<file path="src/rtl/instr_fetch_16.sv">
// rtl/instr_fetch_16.sv - instruction fetch sequencer; jump decode enabled by FETCH_JUMP_EN
module instr_fetch_16 #(
  parameter logic [3:0] JMP_OPCODE = 4'b1100
) (
  input  logic        clk,
  input  logic        reset,
  input  logic [15:0] pc,
  output logic        pc_enable,
  output logic        pc_load,
  output logic [15:0] pc_target,
  output logic [15:0] imem_addr,
  output logic        imem_req,
  input  logic        imem_ack,
  input  logic [15:0] imem_data,
  output logic [15:0] ir,
  output logic        ir_valid,
  input  logic        ir_ready
);

`ifdef FETCH_JUMP_EN
  localparam bit JUMP_EN = 1'b1;
`else
  // REDIRECT is unreachable; pc_load and pc_target never leave their reset values
  localparam bit JUMP_EN = 1'b0;
`endif

  typedef enum logic [1:0] {
    IDLE     = 2'd0,
    REQ      = 2'd1,
    HOLD     = 2'd2,
    REDIRECT = 2'd3
  } state_t;

  state_t      state;
  state_t      state_nxt;

  logic        pc_enable_nxt;
  logic        pc_load_nxt;
  logic [15:0] pc_target_nxt;
  logic [15:0] imem_addr_nxt;
  logic        imem_req_nxt;
  logic [15:0] ir_nxt;
  logic        ir_valid_nxt;

  logic        jump_hit;
  logic [15:0] pc_after_edge;

  // An acknowledged word with the jump opcode redirects instead of reaching the decoder
  assign jump_hit = JUMP_EN && (imem_data[15:12] == JMP_OPCODE);

  // The counter steps on the same edge that pc_enable is high, so the next
  // request must already use the stepped value; 16-bit add wraps FFFF->0000
  assign pc_after_edge = pc + {15'd0, pc_enable};

  // State register
  always_ff @(posedge clk) begin
    if (reset) begin
      state <= IDLE;
    end else begin
      state <= state_nxt;
    end
  end

  // Registered outputs; reset abandons any outstanding request and drops ir_valid
  always_ff @(posedge clk) begin
    if (reset) begin
      pc_enable <= 1'b0;
      pc_load   <= 1'b0;
      pc_target <= 16'h0000;
      imem_addr <= 16'h0000;
      imem_req  <= 1'b0;
      ir        <= 16'h0000;
      ir_valid  <= 1'b0;
    end else begin
      pc_enable <= pc_enable_nxt;
      pc_load   <= pc_load_nxt;
      pc_target <= pc_target_nxt;
      imem_addr <= imem_addr_nxt;
      imem_req  <= imem_req_nxt;
      ir        <= ir_nxt;
      ir_valid  <= ir_valid_nxt;
    end
  end

  // Next-state and next-output decode; strobes default low so each is a single-cycle pulse
  always_comb begin
    state_nxt     = state;
    pc_enable_nxt = 1'b0;
    pc_load_nxt   = 1'b0;
    pc_target_nxt = pc_target;
    imem_addr_nxt = imem_addr;
    imem_req_nxt  = imem_req;
    ir_nxt        = ir;
    ir_valid_nxt  = ir_valid;

    case (state)
      IDLE: begin
        imem_addr_nxt = pc;
        imem_req_nxt  = 1'b1;
        state_nxt     = REQ;
      end

      REQ: begin
        if (imem_ack) begin
          imem_req_nxt = 1'b0;
          if (jump_hit) begin
            // Target stays within the page of the fetching address
            pc_target_nxt = {imem_addr[15:12], imem_data[11:0]};
            pc_load_nxt   = 1'b1;
            state_nxt     = REDIRECT;
          end else begin
            ir_nxt        = imem_data;
            ir_valid_nxt  = 1'b1;
            pc_enable_nxt = 1'b1;
            state_nxt     = HOLD;
          end
        end
      end

      HOLD: begin
        if (ir_valid && ir_ready) begin
          ir_valid_nxt  = 1'b0;
          imem_addr_nxt = pc_after_edge;
          imem_req_nxt  = 1'b1;
          state_nxt     = REQ;
        end
      end

      REDIRECT: begin
        // The counter takes pc_target on this edge, so fetch from it directly
        imem_addr_nxt = pc_target;
        imem_req_nxt  = 1'b1;
        state_nxt     = REQ;
      end

      default: begin
        state_nxt = IDLE;
      end
    endcase
  end

  // Counter strobes are mutually exclusive
  a_strobes_exclusive: assert property (@(posedge clk) disable iff (reset)
    !(pc_enable && pc_load));

  // A request is never outstanding while the decoder still holds a word
  a_req_vs_valid: assert property (@(posedge clk) disable iff (reset)
    imem_req |-> !ir_valid);

endmodule
</file>
<file path="config.mk">
export PLATFORM = sky130hd
export DESIGN_NAME = instr_fetch_16
export DESIGN_NICKNAME = d
export VERILOG_FILES = /design/src/rtl/instr_fetch_16.sv
export SDC_FILE = /design/constraint.sdc
export NUM_CORES = 1
export LEC_CHECK = 0
export BUFFER_PORTS_ARGS = -buffer_cell sky130_fd_sc_hd__buf_2
export CAP_MARGIN = 20
export CORE_MARGIN = 2
export CORE_UTILIZATION = 44
export CTS_CLUSTER_SIZE = 25
export DETAILED_ROUTE_END_ITERATION = 8
export PLACE_DENSITY = 0.75
export SLEW_MARGIN = 20
export SYNTH_ARGS = -nofsm -noshare
export SYNTH_HDL_FRONTEND = slang
export SYNTH_SLANG_ARGS = --single-unit
</file>
<file path="constraint.sdc">
create_clock -name clk -period 4.4 [get_ports clk]
set_input_delay 0.22 -clock clk [delete_from_list [all_inputs] [get_ports clk]]
set_output_delay 0.22 -clock clk [all_outputs]
set_load 0.02 [all_outputs]
</file>
==> flow_metrics.tcl <==
set metrics [dict create \
    status "finished clean" \
    yosysWarningCount 0 \
    ys_seq_area_share_pct 35.2 \
    io_pins 88 \
    grt_util_met1_pct 27.0 \
    fmax_mhz 480 \
    end_kind "flip-flop" \
    cp_max_fo 31 \
    rows 24 \
    drc 0 \
    drv_cap 0 \
    synthTopCellsByArea "dfxtp_1, a21oi_1, nand2_1" \
    rsz0062_at_grt "no" \
    syn_avg_cell_area_um2 7.70 \
    cts_sinks 36 \
    portBuffers 70 \
    drtIter0Drc 128 \
    dieArea_um2 5210 \
    place.gp.congestion 0.860 \
    mostFrequentLayoutCell "buf_2" \
    p_leak_nw 1.07 \
    setup_violations 0 \
    drv_slew 0 \
    vias_per_cell 5.49 \
    arrival_ns 2.30 \
    setup_ws_ns 2.32 \
    routed_wl_mm 5.16 \
    layout.nets 363 \
    post_cts_buffers 0 \
    syn_area_um2 2050 \
    synthDistinctLibCells 49 \
    synth_largest_area_cell "dfxtp_1" \
    wl_per_cell_um 13.7 \
    grt.busiest_layer "met2" \
    start_util_pct 46.4 \
    synthFlopType "dfxtp_1" \
    r2r_cells 4 \
    fp.dieW_um 72.2 \
    clkLatencyLatePin_ns 0.29 \
    grt_max_degree 38 \
    synthCells 266 \
    numCtsBuffers 5 \
    tns_ns 0 \
    synth_top_area_share_pct 35.2 \
    hpwl_mm 3.59 \
    die_h_um 72.2 \
    cts_tree "yes" \
    synth_edf_count 0 \
    async_reset_ff_share_pct 0 \
    met2_usage_pct 33.0 \
    finalHoldViolations 0 \
    antennaDiodeCount 0 \
    preCtsSetupSlack_ns 2.34 \
    skew_ns 0.00986 \
    slew_headroom_pct 34.3 \
    drive_above_1_share_pct 27.4 \
    grt_use_total_pct 20.2 \
    ant_nets 0 \
    power_mw 0.868 \
    vdd_drop_max_v 0.000222 \
    cellPowerDensity_nw_per_um2 358 \
    fin_util_pct 54.9 \
    fin_crit_ns 2.08 \
    whs_path_depth 3 \
    clockBufferDepth 2 \
    via_count 2071 \
    ctsResizeCount 0 \
    grt_pass1_wl_mm 8.44 \
    antenna_found_initial 0 \
    grtUsageMet3_pct 4.31 \
    root_buffer "clkbuf_8" \
    grt_pass1_vias 1893 \
    layout_common_cells "buf_2, nand2_1, dfxtp_1, a21oi_1, nor2_1" \
    criticalPathCategory "flip-flop to flip-flop" \
    cts-htree-levels 2 \
    tightestPinTransition_ns 0.983 \
    required_ns 4.61 \
    timing.hold.ws_ns 0.167 \
    drt_pass1_iterations 4 \
    cts.clk_slew.worst_paths_ns 0.08 \
    syn_to_final_growth_pct 18.4 \
    synth_seq_cells 36 \
    core-area_um2 4410 \
    post-route-period-util_pct 47.4 \
    critPathLaunchType "flip-flop" \
    hold_class "input port to flip-flop" \
    holdBufCountCts 0 \
    globalRouteOverflowTotal 0 \
]
## path summary, 6_finish.rpt
check	slack, ns	to	start
worst max-delay path	2.32	ir[6]	state[1]
worst min-delay path	0.17	ir[3]	imem_data[3]
worst max register to register	2.32	ir[6]	state[1]
worst min register to register	0.45	ir[5]	ir[5]
## worst max-delay path, cell delays in order, from the launching register on
cell and delay [ns]:
dfxtp_1 0.64, nand2b_1 0.34, nor2_1 0.74, nand2_1 0.13
a21oi_1 0.15
## kinds of logic after synthesis
group	synth area share, %
adder cells (fa/ha/maj)	1.83
other	0.183
XOR/XNOR	0.856
AO/OA/AOI/OAI	23.8
AND/OR/NAND/NOR	23.6
multiplexers	2.57
flip-flops	35.2
buffers and inverters	11.9
## stage by stage
stage                     cells  instance area, um2
after floorplan             282                2110
after global placement      369                2320
after detailed placement    369                2320
after CTS                   377                2420
after global routing        377                2420
final                       377                2420
## cell usage after synthesis, types with 5 or more instances
master     n
o211ai_1   5
dfxtp_1   36
buf_4     17
inv_1      7
nor2_1    20
nor3_1     6
o21ai_0   11
buf_2      6
nand2_1   42
a21oi_1   32
clkbuf_1  10
nor4_1     6
nand3_1    6
## power by group
| group | switching, mW | internal [mW] |
|---|---|---|
| sequential | 0.0230 | 0.352 |
| clock | 0.120 | 0.168 |
| combinational | 0.133 | 0.0721 |
## metal layers
metal / up-vias / wire length, um
li1: 1027 / -
met1: 964 / 2210
met2: 78 / 2580
met3: 2 / 339
met4: 0 / 34
met5: - / 0
## layout make-up
| type | instances | area (um2) |
|---|---|---|
| clock buffer | 6 | 72.6 |
| clock inverter | 2 | 35.0 |
| fill | 453 | 1990 |
| inverter | 8 | 30.0 |
| multi-input combinational | 202 | 1140 |
| sequential | 36 | 721 |
| tap | 52 | 65.1 |
| timing repair buffer | 71 | 358 |
## registers in the layout, indices dropped and copies added, names as in the netlist
signal and cells:
state 2, imem_addr 16, ir_valid 1, pc_enable 1
ir 16
Note: power is estimated with default switching activity, not from simulation.
